[config.mk]
export PLATFORM = sky130hd
export DESIGN_NAME = sht40_frame_decoder
export DESIGN_NICKNAME = d
export VERILOG_FILES = /design/src/rtl/sht40_pkg.sv /design/src/rtl/sht40_crc8_serial.sv /design/src/rtl/sht40_frame_decoder.sv
export SDC_FILE = /design/constraint.sdc
export NUM_CORES = 1
export LEC_CHECK = 0
export BUFFER_PORTS_ARGS = -buffer_cell sky130_fd_sc_hd__clkbuf_2
export CAP_MARGIN = 5
export CORE_UTILIZATION = 50
export CTS_BUF_LIST = sky130_fd_sc_hd__clkbuf_4
export CTS_CLUSTER_DIAMETER = 80
export DETAILED_ROUTE_END_ITERATION = 8
export PLACE_DENSITY = 0.82
export SLEW_MARGIN = 40
export SYNTH_ARGS = -nofsm -noshare
export SYNTH_HDL_FRONTEND = slang
export SYNTH_SLANG_ARGS = --single-unit
[constraint.sdc]
create_clock -name clk -period 7.6 [get_ports clk]
set_input_delay 1.14 -clock clk [delete_from_list [all_inputs] [get_ports clk]]
set_output_delay 1.14 -clock clk [all_outputs]
set_load 0.02 [all_outputs]
[src/rtl/sht40_pkg.sv]
// Shared constants, index map, FSM encoding and fixed-point conversion helpers for the
// SHT40 measurement-frame decoder.
package sht40_pkg;

  localparam int unsigned FRAME_BYTES = 6;
  localparam logic [7:0]  CRC_INIT    = 8'hFF;
  localparam logic [7:0]  CRC_POLY    = 8'h31;

  localparam logic [2:0] IDX_T_MSB  = 3'd0;
  localparam logic [2:0] IDX_T_LSB  = 3'd1;
  localparam logic [2:0] IDX_T_CRC  = 3'd2;
  localparam logic [2:0] IDX_RH_MSB = 3'd3;
  localparam logic [2:0] IDX_RH_LSB = 3'd4;
  localparam logic [2:0] IDX_RH_CRC = 3'd5;

  localparam logic [0:0] ST_RECV    = 1'b0;
  localparam logic [0:0] ST_DISCARD = 1'b1;

  localparam logic [31:0] CONV_T_SPAN  = 32'd17500;
  localparam logic [31:0] CONV_T_OFFS  = 32'd4500;
  localparam logic [31:0] CONV_RH_SPAN = 32'd12500;
  localparam logic [31:0] CONV_RH_OFFS = 32'd600;
  localparam logic [31:0] CONV_RH_MAX  = 32'd10000;

  // Temperature in 0.01 degC: -4500 + (17500 * raw) / 2^16.
  function automatic logic signed [15:0] conv_temp(input logic [15:0] raw);
    logic [31:0]        prod;
    logic signed [31:0] val;
    prod = CONV_T_SPAN * {16'd0, raw};
    val  = $signed({16'd0, prod[31:16]}) - $signed(CONV_T_OFFS);
    return val[15:0];
  endfunction

  // Relative humidity in 0.01 %RH, clamped to the physical 0..100 % range.
  function automatic logic [15:0] conv_rh(input logic [15:0] raw);
    logic [31:0]        prod;
    logic signed [31:0] val;
    prod = CONV_RH_SPAN * {16'd0, raw};
    val  = $signed({16'd0, prod[31:16]}) - $signed(CONV_RH_OFFS);
    if (val < 0) begin
      return 16'd0;
    end else if (val > $signed(CONV_RH_MAX)) begin
      return CONV_RH_MAX[15:0];
    end else begin
      return val[15:0];
    end
  endfunction

endpackage

[src/rtl/sht40_crc8_serial.sv]
// Bit-serial Sensirion CRC-8 engine: one message bit per clock, MSB first.
// init reseeds and cancels any shift in progress; load is ignored while busy.
module sht40_crc8_serial
  import sht40_pkg::*;
(
  input  logic       clk,
  input  logic       rst,
  input  logic       init,
  input  logic       load,
  input  logic [7:0] data,
  input  logic [7:0] seed,
  output logic       busy,
  output logic [7:0] crc
);

  logic [3:0] r_cnt;
  logic [7:0] r_sr;
  logic [7:0] r_crc;
  logic       w_fb;

  assign w_fb = r_crc[7] ^ r_sr[7];
  assign busy = (r_cnt != 4'd0);
  assign crc  = r_crc;

  always_ff @(posedge clk or posedge rst) begin
    if (rst) begin
      r_cnt <= 4'd0;
      r_sr  <= 8'd0;
      r_crc <= CRC_INIT;
    end else if (init) begin
      r_cnt <= 4'd0;
      r_crc <= seed;
    end else if (load && !busy) begin
      r_cnt <= 4'd8;
      r_sr  <= data;
    end else if (busy) begin
      r_cnt <= r_cnt - 4'd1;
      r_sr  <= {r_sr[6:0], 1'b0};
      r_crc <= {r_crc[6:0], 1'b0} ^ (w_fb ? CRC_POLY : 8'h00);
    end
  end

endmodule

[src/rtl/sht40_frame_decoder.sv]
// Decodes SHT40 six-byte measurement frames, checks both words by CRC-8 and publishes raw words.
// Define SHT40_CONVERT_EN to add registered temp_cdeg / rh_cpct engineering-unit outputs.
module sht40_frame_decoder
  import sht40_pkg::*;
(
  input  logic               clk,
  input  logic               rst,
  input  logic               frame_start,
  input  logic               byte_strobe,
  input  logic [7:0]         byte_data,
  output logic [15:0]        temp_raw,
  output logic [15:0]        rh_raw,
  output logic               frame_valid,
  output logic               crc_error,
  output logic               overrun_error,
  output logic [2:0]         byte_index,
  output logic               busy
`ifdef SHT40_CONVERT_EN
  ,
  output logic signed [15:0] temp_cdeg,
  output logic [15:0]        rh_cpct
`endif
);

  logic [0:0]  r_state;
  logic [2:0]  r_idx;
  logic [15:0] r_t_hold;
  logic [15:0] r_rh_hold;
  logic [15:0] r_temp;
  logic [15:0] r_rh;
  logic        r_valid;
  logic        r_crc_err;
  logic        r_ovr;

  logic        w_accept;
  logic        w_is_crc;
  logic        w_crc_match;
  logic        w_crc_busy;
  logic [7:0]  w_crc;
  logic        w_crc_init;
  logic        w_crc_load;
  logic        w_frame_ok;
  logic [15:0] w_rh_word;

  // frame_start overrides a coincident strobe; DISCARD swallows strobes silently.
  assign w_accept    = byte_strobe && !frame_start && (r_state == ST_RECV);
  assign w_is_crc    = (r_idx == IDX_T_CRC) || (r_idx == IDX_RH_CRC);
  assign w_crc_match = (byte_data == w_crc);
  assign w_crc_load  = w_accept && !w_crc_busy && !w_is_crc;
  assign w_crc_init  = frame_start || (w_accept && !w_crc_busy && w_is_crc && w_crc_match);
  assign w_frame_ok  = w_accept && !w_crc_busy && (r_idx == IDX_RH_CRC) && w_crc_match;
  assign w_rh_word   = r_rh_hold;

  sht40_crc8_serial u_crc (
    .clk  (clk),
    .rst  (rst),
    .init (w_crc_init),
    .load (w_crc_load),
    .data (byte_data),
    .seed (CRC_INIT),
    .busy (w_crc_busy),
    .crc  (w_crc)
  );

  always_ff @(posedge clk or posedge rst) begin
    if (rst) begin
      r_state   <= ST_RECV;
      r_idx     <= IDX_T_MSB;
      r_t_hold  <= 16'd0;
      r_rh_hold <= 16'd0;
      r_temp    <= 16'd0;
      r_rh      <= 16'd0;
      r_valid   <= 1'b0;
      r_crc_err <= 1'b0;
      r_ovr     <= 1'b0;
    end else begin
      r_valid   <= 1'b0;
      r_crc_err <= 1'b0;
      r_ovr     <= 1'b0;
      if (frame_start) begin
        r_state <= ST_RECV;
        r_idx   <= IDX_T_MSB;
      end else if (w_accept) begin
        if (w_crc_busy) begin
          r_ovr   <= 1'b1;
          r_state <= ST_DISCARD;
        end else if (w_is_crc) begin
          if (!w_crc_match) begin
            r_crc_err <= 1'b1;
            r_state   <= ST_DISCARD;
          end else if (r_idx == IDX_T_CRC) begin
            r_idx <= IDX_RH_MSB;
          end else begin
            r_temp  <= r_t_hold;
            r_rh    <= w_rh_word;
            r_valid <= 1'b1;
            r_idx   <= IDX_T_MSB;
          end
        end else begin
          case (r_idx)
            IDX_T_MSB:  r_t_hold[15:8]  <= byte_data;
            IDX_T_LSB:  r_t_hold[7:0]   <= byte_data;
            IDX_RH_MSB: r_rh_hold[15:8] <= byte_data;
            default:    r_rh_hold[7:0]  <= byte_data;
          endcase
          r_idx <= r_idx + 3'd1;
        end
      end
    end
  end

  assign temp_raw      = r_temp;
  assign rh_raw        = r_rh;
  assign frame_valid   = r_valid;
  assign crc_error     = r_crc_err;
  assign overrun_error = r_ovr;
  assign byte_index    = r_idx;
  assign busy          = w_crc_busy;

`ifdef SHT40_CONVERT_EN
  logic signed [15:0] r_temp_cdeg;
  logic [15:0]        r_rh_cpct;

  always_ff @(posedge clk or posedge rst) begin
    if (rst) begin
      r_temp_cdeg <= 16'sd0;
      r_rh_cpct   <= 16'd0;
    end else if (!frame_start && w_frame_ok) begin
      r_temp_cdeg <= conv_temp(r_t_hold);
      r_rh_cpct   <= conv_rh(w_rh_word);
    end
  end

  assign temp_cdeg = r_temp_cdeg;
  assign rh_cpct   = r_rh_cpct;
`endif

endmodule

* Word-level counts from Yosys, hierarchy flattened
Index checks and enable logic that the tools add are counted.
Widths: inputs -> output; s select.
** Storage, ports and cells
- Bits in registers :: 91
** Operators by class
- Reduce and logical (&&, ||, !) cells :: 29
- Bitwise logic cells :: 9
- Add/subtract/negate cells :: 2
- Mux-type cells :: 34
- Equality and inequality tests :: 9
** Operator list (count)
- $mux 8 :: 5
- $reduce_and 5->1 :: 4
- $mux 1 :: 19
- $mux 3 :: 5
- $mux 4 :: 3
- $eq 8x8->1 :: 1
- $xor 8x8->8 :: 1
- $logic_and 1x1->1 :: 7
- $not 1->1 :: 7
- $eq 3x2->1 const B :: 2
- $mux 6 :: 1
- $ne 3x2->1 const B :: 2
- $reduce_and 3->1 :: 2
- $reduce_and 6->1 :: 1
- $reduce_bool 2->1 :: 3
- $reduce_bool 3->1 :: 2
- $reduce_and 2->1 :: 2
- $reduce_bool 4->1 :: 1
- $sub 4x1->4 const B :: 1
- $add 3x1->3 const B :: 1
- $eq 3x1->1 const B :: 1
- $eq 3x3->1 const B :: 1
- $logic_not 1->1 :: 3
- $logic_not 3->1 :: 1
- 6 further kinds :: 7

* Depth between registers and ports, before layout
Gate-level depths: netlist of the first run.
- Depth in word-level cells :: 9
- Gate-level depth with buffers :: 9

* Cells and area by module
From an unflattened synthesis of the first run, not the netlist that was laid out.
** Second synthesis, totals
- Cells, all modules :: 283
- Area, all modules :: 3936.3 µm²
** By module, submodules not included
- sht40_frame_decoder :: sequential area each 1776.7 µm², cells each 189, times used 1, area an instance 2920.3 µm²
- sht40_crc8_serial :: sequential area each 510.5 µm², cells each 94, times used 1, area an instance 1016.0 µm²

* Least setup slack after synthesis of the first run
Ideal clock, no wire load.
- Path type :: input port to flip-flop
- From :: input port byte_data[2]
- To :: register r_rh[10] (netlist: rh_raw[10])
- Path buffers :: 1
- Cell stages on the path :: 6
- Arrival :: 2654 ps
- Path slack :: 4822 ps
- Library setup time :: 125 ps
- Required time :: 7475 ps
- Cell sequence :: xor2_1 > nor4_1 > nand2_1 > nor3_4 > buf_6 > mux2_2
** Between the ends
- Word-level cells in the longest chain between the ends :: 2
** Ends and longest elaborated chain
- start, declared :: line sht40_frame_decoder.sv:10 : input logic [7:0] byte_data,
- $eq 8x8->1 :: line sht40_frame_decoder.sv:48 : assign w_crc_match = (byte_data == w_crc);
- $reduce_and 6->1 (no source line)
- end signal, assigned :: line sht40_frame_decoder.sv:95 : r_rh <= w_rh_word;
- end, declared :: line sht40_frame_decoder.sv:30 : logic [15:0] r_rh;
Every way passes these cells.
A chain may end at the register's enable or synchronous reset.

* Worst setup path after layout of the first run
- From :: input port byte_data[2]
- To :: register r_temp[13] (netlist: temp_raw[13])
** Between the ends
- Word-level cells in the longest chain between the ends :: 2
** Ends and longest elaborated chain
- $eq 8x8->1 :: line sht40_frame_decoder.sv:48
- $reduce_and 6->1 (no source line)
- end signal, assigned :: line sht40_frame_decoder.sv:94 : r_temp <= r_t_hold;
- end, declared :: line sht40_frame_decoder.sv:29 : logic [15:0] r_temp;
Every way passes these cells.

==> impl_metrics.csv, run 1 <==
group,metric,value,unit
critical_path,critPathKind,"input port to flip-flop",
yosys,synth_edf_count,0,
global_routing,grt_pass1_wl,12000,um
drt,viasPerCell,5.38,
drt,drt_pass1_iterations,4,
drt,route.detailed.drc,0,
power_and_ir_drop,power.density,306,mW/mm^2
timing,grt_setup_unrepaired,"no",
yosys,syn_nets,294,
die,die_x,88.9,um
yosys,avgSynthCellArea,13.5,um^2
yosys,async_flop_share,100,%
cts,clock_latency,450,ps
die,io_pins,51,
cts,cts_resized,0,
timing,timing.fmax,0.309,GHz
job,maxCapViolations,0,
critical_path,path_cells,"clkbuf_2, xor2_1, nor4_1, nand2_1, nor3_4, buf_4, mux2_2",
power_and_ir_drop,leakage,0.00219,uW
die,initial_core_util,51.8,%
global_routing,grt_usage,20.9,%
critical_path,reg2regPathDepth,10,
global_routing,antenna_found_initial,0,
yosys,synth.distinct_cells,39,
power_and_ir_drop,ir_drop,0.152,mV
critical_path,crit_fanout,21,
cts,ctsHoldBuffers,0,
critical_path,r2r-end,"temp_raw[13]$_DFFE_PP0P_",
yosys,netlist_area,0.00378,mm^2
die,rows,31,
cts,cts-root-buf,"clkbuf_4",
timing,post-route-period-util,42.6,%
placement,hpwlAfterDp,4950,um
timing,finalSetupTns,0,ps
placement,globalplace.congestion,0.768,
finish,synthToLayoutAreaGrowth,14.0,%
outcome,status,"complete, no violations",
yosys,ys_ff_latch,91,
power_and_ir_drop,power,1320,uW
critical_path,required,7930,ps
drt,ant_nets,0,
placement,portBuffers,50,
hold_path,min_to,"u_crc.r_sr[3]$_DFFE_PP0P_",
timing,finClkSkew,12.2,ps
critical_path,cp-end-kind,"flip-flop",
critical_path,critPathArrivalTime,3570,ps
hold_path,hold_start,"u_crc.r_sr[3]$_DFFE_PP0P_",
hold_path,hold_class,"flip-flop to flip-flop",
die,dieArea,0.00791,mm^2
global_routing,grt_max_degree,92,
critical_path,rr_startpoint,"u_crc.r_cnt[0]$_DFFE_PP0P_",
timing,post-route-min-period,3230,ps
drt,drtIter0Drc,117,
critical_path,slowest_stage,"nor3_4",
critical_path,cp_slowest_stage_delay,580,ps
die,core-area,0.00729,mm^2
timing,slew-limit-headroom,48.4,%
cts,postCtsSetupRepairBufs,0,
finish,fin_nets,347,
finish,antenna_cells,0,
timing,slew_violations,0,
timing,worst_slew_pin_slew,774,ps
drt,avgRoutedWirePerCell,16.7,um
drt,finalWirelength,7280,um
global_routing,grt_overflow,0,
finish,final_layout_size_suffix_gt1_share,43.6,%
cts,cts_tree,"yes",
cts,clock-sinks,91,
die,die_h,88.9,um
global_routing,grt_pass1_vias,2368,
timing,setup_viol,0,
drt,via_count,2346,
yosys,ys_seq_area_share,60.5,%
cts,path_clk_slew,140,ps
cts,h-tree-depth,3,
cts,cts.path.max_buffers,2,
critical_path,startpoint_type,"input port",
finish,layout_commonest_cell,"dfrtp_1",
cts,cts_buffers,9,
yosys,postSynthCellCount,279,
yosys,ys_warn_count,0,
hold_path,hold_depth,2,
timing,final_hold_viol_count,0,
yosys,synth_ff_type,"dfrtp_1",
finish,mostFrequentLayoutCells,"dfrtp_1, mux2_2, clkbuf_2",
critical_path,rrSetupSlack,4470,ps
finish,final_core_util,59.1,%
[cell families (layout without fill, tap and decap cells)]
logic type | count (synthesis) | in the layout | synth area share, %
compound gates | 26 | 26 | 4.30
xor+xnor | 13 | 13 | 3.01
fa+ha+maj | 3 | 3 | 0.993
buf+inv | 18 | 76 | 2.42
flops | 91 | 91 | 60.5
mux | 72 | 72 | 21.2
simple gates | 56 | 56 | 7.58
[how the worst max path moves through the flow]
stage               slack (ps)                         to  depth (start not counted)          from
global placement          3920     rh_raw[14]$_DFFE_PP0P_                          7  byte_data[2]
floorplan                 4110  byte_index[0]$_DFFE_PP0P_                          1           rst
CTS                       4360     rh_raw[12]$_DFFE_PP0P_                          7  byte_data[2]
detailed placement        3880     rh_raw[12]$_DFFE_PP0P_                          7  byte_data[2]
finish                    4370   temp_raw[13]$_DFFE_PP0P_                          7  byte_data[2]
global route              4140     rh_raw[12]$_DFFE_PP0P_                          7  byte_data[2]
[per-layer routing]
metal  part of all wire, %  global-route usage [%]  up-vias  wire [um]
met4                   1.8                    7.79        0        128
met3                   4.1                    4.80       11        298
met5                     0                       0        -          0
li1                      -                       -     1087          -
met1                    45                    27.3     1191       3280
met2                    49                    34.5       57       3570
[synth_stat cells (all sizes together), types with 2 or more instances]
library cell	n	area share, %
dfstp	8	5.6
nand2	24	2.4
nor2	6	0.60
inv	7	0.69
nor3	7	1.4
xnor2	4	0.93
nor3b	2	0.53
clkbuf	6	0.60
dfrtp	83	55
a21oi	4	0.53
xor2	9	2.1
o21ai	11	1.5
mux2	64	19
nor4	2	0.33
o211ai	3	0.60
buf	5	1.1
ha	3	0.99
nand2b	2	0.33
nand3	6	0.79
mux2i	8	2.1
o32ai	2	0.46
nand4	3	0.50
[power by group]
part	switching (uW)	internal, uW
sequential	66.3	591
combinational	189	143
clock	161	166
total	416	901
[critical path: cells and delay by family]
| family | cells | cell delay (ps) |
|---|---|---|
| buf+inv | 2 | 560 |
| mux | 1 | 380 |
| xor+xnor | 1 | 180 |
| simple gates | 3 | 1290 |
[per-stage QoR]
stage / cells / hold slack, ps / instance area, um^2 / setup WS (ps)
floorplan: 279 / 450 / 3780 / 4110
global placement: 420 / 461 / 4110 / 3920
detailed placement: 420 / 470 / 4120 / 3880
CTS: 436 / 505 / 4310 / 4360
global route: 436 / 529 / 4310 / 4140
finish: 436 / 506 / 4310 / 4370
[cell type report]
class | instances | area [um^2]
Clock buffer | 9 | 67.6
Clock inverter | 7 | 115
Fill cell | 594 | 2980
Inverter | 7 | 27.5
Multi-Input combinational cell | 170 | 1410
Sequential cell | 91 | 2290
Tap cell | 99 | 124
Timing Repair Buffer | 53 | 279
[registers in the layout, indices dropped and copies added, names as in the netlist]
name           cells
overrun_error      1
temp_raw          16
r_state            1
r_rh_hold         16
byte_index         3
u_crc.r_sr         8
u_crc.crc          8
u_crc.r_cnt        4
frame_valid        1
rh_raw            16
r_t_hold          16
crc_error          1
Note: power is estimated with default switching activity, not from simulation.
==> run 2, diff against run 1 <==
==> constraint.sdc (replaced) <==
create_clock -name clk -period 3.37 [get_ports clk]
set_input_delay 0.5055 -clock clk [delete_from_list [all_inputs] [get_ports clk]]
set_output_delay 0.5055 -clock clk [all_outputs]
set_load 0.02 [all_outputs]
==> run 2 against run 1 <==
  * Flip-flop and latch count is the same
  * Wire length increased by 0.37%
  * Combinational power increased by 130%
  * Via count grew 1.5%
  * Die area unchanged
  * Worst hold slack worse by 500 ps
  * Sequential power is 130% higher
  * Total power is 120% higher
  * Final area shrank 0.70%
  * Sequential share of layout area grew 0.37 points
  * Core utilization is 0.41 points lower
  * Non-clock buffer count increased by 2
  * Largest cell class unchanged
==> impl_metrics.csv, run 2 (same netlist as run 1, synthesis figures left out) <==
group,metric,value,unit
outcome,status,"complete, no violations",
drt,routed-wl-met2,3730,um
drt,route.detailed.drc,0,
die,rows,31,
power_and_ir_drop,ir_drop,0.363,mV
critical_path,critPathKind,"flip-flop to flip-flop",
timing,finalSetupTns,0,ps
critical_path,critPathArrivalTime,2860,ps
placement,dp.cells,422,
critical_path,rrSetupSlack,850,ps
critical_path,path_cells,"inv_1, ha_1, nor3b_2, inv_2, nor3_1, nand2_1, nor3_4, buf_4, mux2_2",
drt,drt_pass1_iterations,4,
critical_path,reg2regPathDepth,9,
critical_path,r2r-end,"rh_raw[4]$_DFFE_PP0P_",
timing,slew_violations,0,
drt,drtIter0Drc,135,
die,io_pins,51,
cts,postCtsSetupRepairBufs,0,
finish,synthToLayoutAreaGrowth,13.2,%
global_routing,antenna_found_initial,0,
die,dieArea,0.00791,mm^2
cts,cts.path.max_buffers,2,
cts,cts_resized,0,
die,core-area,0.00729,mm^2
drt,viasPerCell,5.44,
placement,portBuffers,50,
power_and_ir_drop,leakage,0.00219,uW
drt,wl_met3,386,um
drt,wl_met1,3130,um
cts,clock_latency,450,ps
cts,cts_buffers,9,
timing,worst_slew_pin_slew,703,ps
timing,holdWs,6.51,ps
placement,hpwlAfterDp,4930,um
drt,finalWirelength,7310,um
cts,cts_tree,"yes",
job,maxCapViolations,0,
finish,fin_nets,349,
cts,h-tree-depth,3,
finish,antenna_cells,0,
die,die_x,88.9,um
finish,mostFrequentLayoutCells,"dfrtp_1, mux2_2, clkbuf_2",
power_and_ir_drop,power.density,672,mW/mm^2
critical_path,rr_startpoint,"u_crc.r_cnt[0]$_DFFE_PP0P_",
timing,final_hold_viol_count,0,
global_routing,grt_max_degree,36,
cts,clock-sinks,91,
global_routing,grt_pass1_wl,12200,um
global_routing,grt_pass1_vias,2422,
timing,finClkSkew,14.2,ps
timing,timing.fmax,0.396,GHz
global_routing,grt_overflow,0,
cts,ctsHoldBuffers,0,
drt,ant_nets,0,
placement,globalplace.congestion,0.833,
critical_path,cp_slowest_stage_delay,440,ps
cts,cts-root-buf,"clkbuf_4",
timing,grt_setup_unrepaired,"no",
drt,via_count,2381,
finish,final_layout_size_suffix_gt1_share,43.7,%
timing,post-route-period-util,74.9,%
cts,path_clk_slew,150,ps
critical_path,critical_path_buf_inv_count,3,
die,die_h,88.9,um
critical_path,required,3710,ps
timing,post-route-min-period,2520,ps
global_routing,grt_usage,21.0,%
drt,avgRoutedWirePerCell,16.7,um
finish,layoutNonFillerInstCount,438,
die,initial_core_util,51.8,%
critical_path,crit_family,"simple AND/OR/NAND/NOR gates",
critical_path,startpoint_type,"flip-flop",
hold_path,hold_class,"input port to async pin",
drt,top_layer,"met4",
critical_path,cp-end-kind,"flip-flop",
timing,setup_viol,0,
finish,layout_commonest_cell,"dfrtp_1",
timing,slew-limit-headroom,52.9,%
critical_path,slowest_stage,"dfrtp_1",
critical_path,crit_fanout,32,
-- run 2: stage by stage --
| step | util [%] | instance area, um^2 | total power (uW) | worst slack, ps |
|---|---|---|---|---|
| 2_1_floorplan | - | 3780 | 2060 | 514 |
| 3_3_place_gp | 56.6 | 4130 | 2210 | 748 |
| 3_5_place_dp | 56.6 | 4130 | 2260 | 717 |
| 4_1_cts | 58.7 | 4280 | 2900 | 833 |
| 5_1_grt | 58.7 | 4280 | 3060 | 610 |
| 6_report | 58.7 | 4280 | 2880 | 845 |
-- run 2: where the power goes --
| part | switching [uW] | internal (uW) | leakage, uW |
|---|---|---|---|
| sequential | 148 | 1330 | 0.00121 |
| clock | 394 | 241 | 0.0000824 |
| combinational | 434 | 325 | 0.000892 |
-- run 2: per-layer routing --
metal,track usage (%),vias up
li1,-,1090
met1,27.1,1220
met2,35.7,65
met3,5.91,6
met4,4.91,0
met5,0,-
-- run 2: final cells by class --
class                           instances  area, um^2
Clock buffer                            9        67.6
Clock inverter                          7        82.6
Fill cell                             623        3010
Inverter                                7        27.5
Multi-Input combinational cell        170        1400
Sequential cell                        91        2290
Tap cell                               99         124
Timing Repair Buffer                   55         288
-- run 2: how the worst max path moves through the flow --
stage	startpoint	end	slack [ps]	depth (start not counted)
4_1_cts	u_crc.r_cnt[0]$_DFFE_PP0P_	rh_raw[4]$_DFFE_PP0P_	830	9
3_5_place_dp	byte_data[2]	rh_raw[0]$_DFFE_PP0P_	720	7
6_report	u_crc.r_cnt[0]$_DFFE_PP0P_	rh_raw[4]$_DFFE_PP0P_	850	9
3_3_place_gp	byte_data[2]	rh_raw[11]$_DFFE_PP0P_	750	7
2_1_floorplan	rst	byte_index[0]$_DFFE_PP0P_	510	1
5_1_grt	u_crc.r_cnt[0]$_DFFE_PP0P_	rh_raw[12]$_DFFE_PP0P_	610	9
